File: config.mk
export PLATFORM = sky130hd
export DESIGN_NAME = game_state_shadow
export DESIGN_NICKNAME = d
export VERILOG_FILES = /design/src/rtl/game_state_shadow_pkg.sv /design/src/rtl/game_state_shadow_frame_edge_detect.sv /design/src/rtl/game_state_shadow.sv
export SDC_FILE = /design/constraint.sdc
export NUM_CORES = 2
export LEC_CHECK = 0
export CAP_MARGIN = 20
export CORE_ASPECT_RATIO = 1.2
export CORE_MARGIN = 4
export CORE_UTILIZATION = 44
export CTS_BUF_LIST = sky130_fd_sc_hd__clkbuf_16
export DETAILED_ROUTE_END_ITERATION = 8
export DONT_BUFFER_PORTS = 1
export PLACE_DENSITY = 0.66
export SLEW_MARGIN = 30
export SYNTH_ARGS = -nofsm -noshare
export SYNTH_HDL_FRONTEND = slang
export SYNTH_HIERARCHICAL = 1
export SYNTH_SLANG_ARGS = --single-unit
File: constraint.sdc
create_clock -name clk -period 2.1 [get_ports clk]
set_clock_uncertainty 0.05 [all_clocks]
set_input_delay 0.21 -clock clk [delete_from_list [all_inputs] [get_ports clk]]
set_output_delay 0.21 -clock clk [all_outputs]
set_load 0.02 [all_outputs]
File: src/rtl/game_state_shadow_pkg.sv
// Shared constants and FSM encoding for the game-state shadow register bank.
package game_state_shadow_pkg;

    localparam int unsigned NUM_REGS = 15;
    localparam int unsigned DATA_W   = 32;
    localparam int unsigned ADDR_W   = 4;

    localparam int unsigned PIPE_X_BASE  = 0;
    localparam int unsigned PIPE_YC_BASE = 4;
    localparam int unsigned PIPE_YS_BASE = 8;
    localparam int unsigned BIRD_ADDR    = 12;
    localparam int unsigned SCORE_ADDR   = 13;
    localparam int unsigned HISCORE_ADDR = 14;

    typedef enum logic [1:0] {
        IDLE    = 2'd0,
        PENDING = 2'd1,
        SWAP    = 2'd2
    } state_t;

endpackage

File: src/rtl/game_state_shadow_frame_edge_detect.sv
// Registers the synchronised frame-boundary level and flags its rising edge.
module frame_edge_detect (
    input  logic clk,
    input  logic reset,
    input  logic level,
    output logic rise
);

    logic level_q;

    always_ff @(posedge clk) begin
        if (!reset) begin
            level_q <= 1'b0;
        end else begin
            level_q <= level;
        end
    end

    assign rise = level & ~level_q;

endmodule

File: src/rtl/game_state_shadow.sv
// Double-buffered game-state bank: CPU writes a staging set, display bank
// takes a copy only at a frame boundary after a commit.
module game_state_shadow #(
    parameter int unsigned NUM_REGS = game_state_shadow_pkg::NUM_REGS,
    parameter int unsigned DATA_W   = game_state_shadow_pkg::DATA_W,
    parameter int unsigned ADDR_W   = game_state_shadow_pkg::ADDR_W
) (
    input  logic                       clk,
    input  logic                       reset,
    input  logic                       wr_en,
    input  logic [ADDR_W-1:0]          wr_addr,
    input  logic [DATA_W-1:0]          wr_data,
    output logic                       wr_ready,
    input  logic                       commit,
    input  logic                       frame_end,
    output logic [NUM_REGS*DATA_W-1:0] disp_regs,
    output logic                       game_underway,
    output logic                       swap_pulse,
    output logic [15:0]                frame_count,
    output logic [7:0]                 dropped_commits
);

    import game_state_shadow_pkg::*;

    localparam logic [ADDR_W-1:0] LAST_ADDR = ADDR_W'(NUM_REGS - 1);

    state_t            state_q, state_d;
    logic [DATA_W-1:0] staging_q [NUM_REGS];
    logic [DATA_W-1:0] display_q [NUM_REGS];
    logic [15:0]       frame_count_q;
    logic [7:0]        dropped_q;
    logic              frame_edge;
    logic              load_display;
    logic              drop;
    logic              wr_fire;

    frame_edge_detect u_frame_edge_detect (
        .clk   (clk),
        .reset (reset),
        .level (frame_end),
        .rise  (frame_edge)
    );

    // Addresses past the last register are accepted but discarded.
    assign wr_fire = wr_en & wr_ready & (wr_addr <= LAST_ADDR);

    always_comb begin
        state_d      = state_q;
        wr_ready     = 1'b0;
        swap_pulse   = 1'b0;
        load_display = 1'b0;
        drop         = 1'b0;
        case (state_q)
            IDLE: begin
                wr_ready = 1'b1;
                if (commit) state_d = PENDING;
            end
            PENDING: begin
                drop = commit;
                if (frame_edge) state_d = SWAP;
            end
            SWAP: begin
                swap_pulse   = 1'b1;
                load_display = 1'b1;
                state_d      = IDLE;
            end
            default: state_d = IDLE;
        endcase
    end

    always_ff @(posedge clk) begin
        if (!reset) begin
            state_q       <= IDLE;
            staging_q     <= '{default: '0};
            display_q     <= '{default: '0};
            frame_count_q <= '0;
            dropped_q     <= '0;
        end else begin
            state_q <= state_d;
            if (wr_fire) staging_q[wr_addr] <= wr_data;
            if (load_display) display_q <= staging_q;
            if (frame_edge) frame_count_q <= frame_count_q + 16'd1;
            if (drop && (dropped_q != 8'hFF)) dropped_q <= dropped_q + 8'd1;
        end
    end

    // High score alone does not mean a game is running, so it is left out.
    always_comb begin
        disp_regs     = '0;
        game_underway = 1'b0;
        for (int unsigned i = 0; i < NUM_REGS; i++) begin
            disp_regs[i*DATA_W +: DATA_W] = display_q[i];
            if (i != HISCORE_ADDR) game_underway = game_underway | (|display_q[i]);
        end
    end

    assign frame_count     = frame_count_q;
    assign dropped_commits = dropped_q;

endmodule

==> impl_metrics.ini <==
[die]
die_h_um = 330
start_util = 0.445
fp-row-count = 117
die_x_um = 276
die_area_um2 = 91000
coreArea_um2 = 85200
pin_count = 548

[clocking]
cts_sinks = 987
root_buffer = clkbuf_16
clock_latency_ps = 670
path_clk_slew_ps = 60
cts-htree-levels = 3
cts_made_buffers = 100
clock_path_buffers = 3
cts_tree = yes

[synthesis]
yosys.area.top_type_share = 0.521
ys.flop_type = dfxtp_1
avgSynthCellArea_um2 = 8.43
syn_inst = 4501
yosysWarnings = 6
synth-async-reset-ratio = 0
yosysSeqAreaShare = 0.521
post-synth-top-count-cell = nand2_1
synth_edf_count = 0
syn_nets = 4544
synth.cell_area_um2 = 37900
synth_cell_types = 43
synth_commonest_cells = nand2_1, dfxtp_1, a21boi_0
synth_largest_area_cell = dfxtp_1
synthTopCellsByArea = dfxtp_1, nand2_1, a21boi_0, a21boi_1, nor4_1
synth_seq_cells = 987

[critical_path]
critPathSlowestCell = and4b_1
cp_num_buf_inv = 1
startpoint_type = primary input
worstPathRequired_ps = 2590
crit_arrival_ps = 5630
cp-end-kind = flop
critPathTopFamily = simple AND/OR/NAND/NOR gates
slowest_delay_ps = 1980
crit_chain = and4b_1, dlygate4sd3_1
crit_fanout = 987
crit_type = primary input to flop

[run_status]
status = finished, violations left
violations = negative hold slack, max-slew violations, negative setup slack

[global_routing]
grt_first_pass_wirelength_um = 199000
grtUsageTotal = 0.289
antenna_found_initial = 4
grt_max_degree = 988
grt_pass1_vias = 31300
overflow = 0

[power]
leakage_nw = 18.0
p_int_mw = 29.3
clkPwrFrac = 0.455
finalPower_mw = 38.0
power_switching_mw = 8.63
power_frac_seq = 0.498
p_per_area_nw_per_um2 = 779
comb_power_share = 0.047
p_sw_frac = 0.227
ir_drop_mv = 0.817

[timing]
final.min_clock_period_ps = 5140
finalCritPeriodShare = 2.45
fin_ws_ps = -3040
finalSetupViolations = 585
tightest_slew_ps = 5970
maxSlewViolCount = 812
finalHoldViolations = 61
max_slew_margin = -2.98
hold_ws_ps = -276
rsz0062_at_grt = yes
fmax_mhz = 195

[drt]
drcViolationCount = 0
routed_wl_um = 139000
postRouteAntennaNets = 0
first_iter_violations = 2823
routed_via_density = 5.27
firstDrtPassIters = 6
wire_per_inst_um = 22.2
num_vias = 33100

[cells_and_area]
nets = 5106
drive_gt1_frac = 0.169
nFillCells = 7615
fin_area_um2 = 48700
syn_to_final_growth_pct = 28.6

[min_path]
hold_path_class = primary input to flop

[placed_design]
place_area_um2 = 42500
dp.final_hpwl_um = 82900
io_buffers = 0
dp_slack_ps = -803
place_congestion = 0.835

[flow_run]
max-cap-violations = 0
cell usage in the layout, fill, tap and decap left out, types with 3 or more instances in the layout:
cell type,synthesis,routed
clkbuf_16,0,112
dlygate4sd3_1,0,177
xnor2_1,8,8
nor4_1,120,107
inv_1,5,30
clkinv_4,0,3
a21boi_2,60,60
clkinv_1,0,17
clkinv_2,0,23
buf_12,0,65
a21boi_1,114,122
nand2_1,1941,1941
nor2b_1,5,5
mux2i_1,3,3
nor2_4,7,7
clkinvlp_4,0,3
nor4_2,0,7
bufinv_16,0,7
nor2_2,0,5
and2_1,19,19
buf_4,14,536
nor3_4,2,4
nor3_1,3,3
nor2_1,8,3
nand3_1,7,7
buf_16,0,9
dfxtp_1,987,983
o21ai_0,5,5
nor4_4,0,6
xor2_1,9,9
or3_1,5,5
nand4_1,33,33
a21boi_0,791,783
per-stage QoR:
step,TNS [ps],util,hold WS (ps),cells
2_1_floorplan,0,-,282,4501
4_1_cts,-1080,0.565,-382,6240
6_report,-826070,0.572,-276,6275
5_1_grt,-1140,0.572,-346,6274
3_5_place_dp,-803,0.499,310,5852
3_3_place_gp,-866,0.499,289,5852
what timing repair did:
item | in CTS | in global routing
setup endpoints to repair | 2 | 96
resized for setup | 18 | 30
hold buffers | 203 | 7
pin swaps | 0 | 10
cloned | 2 | 12
hold endpoints to repair | 987 | 719
buffers inserted | 0 | 16
logic make-up (layout without fill, tap and decap cells):
kind of cell    count (synthesis)  in the layout  synth area share
compound gates                971            971             0.198
xor+xnor                       17             17           0.00393
fa+ha+maj                       2              2          0.000660
buf+inv                       348            991            0.0427
flops                         987            987             0.521
mux                             3              3          0.000792
other cells                     0              1                 0
simple gates                 2173           2173             0.233
sequential cells by signal, summed over array words and instances (netlist names):
signal,count
u_frame_edge_detect/level_q,1
disp_regs,480
frame_count,16
staging_q,480
state_q,2
dropped_commits,8
area by class of cell:
class                   count  area [µm²]  area share
clock buffers             102        2550      0.0524
inverters                   6        35.0    0.000719
clock inverters            81         588      0.0121
multi-input cells        3166       16700       0.343
repair inverters            1        8.76    0.000180
repair buffers            801        7660       0.157
well taps                1130        1410      0.0290
diodes                      1        2.50   0.0000513
flip-flops and latches    987       19800       0.406
layer usage:
layer	vias up	GRT usage	share of wire
li1	15800	-	-
met1	15800	0.350	0.39
met2	1158	0.480	0.47
met3	279	0.0861	0.097
met4	2	0.117	0.045
met5	-	0	0.00012
worst paths after layout:
check                                     from              to  slack (ps)  cells past startpoint
worst max-delay path                     reset      state_q[1]       -3040                      2
worst min-delay path                     reset  disp_regs[468]        -280                      1
worst max register to register      state_q[0]  disp_regs[430]          10                      7
worst min register to register  staging_q[408]   disp_regs[88]         400                      2
power groups by stage:
stage | Sequential [mW] | Combinational [mW] | Clock, mW
global placement | 19.3 | 0.853 | 0
CTS | 18.9 | 1.56 | 17.5
floorplan | 19.3 | 0.886 | 0
detailed placement | 19.3 | 0.861 | 0
finish | 18.9 | 1.80 | 17.3
global route | 18.9 | 1.69 | 18.3
Note: power is estimated with default switching activity, not from simulation.
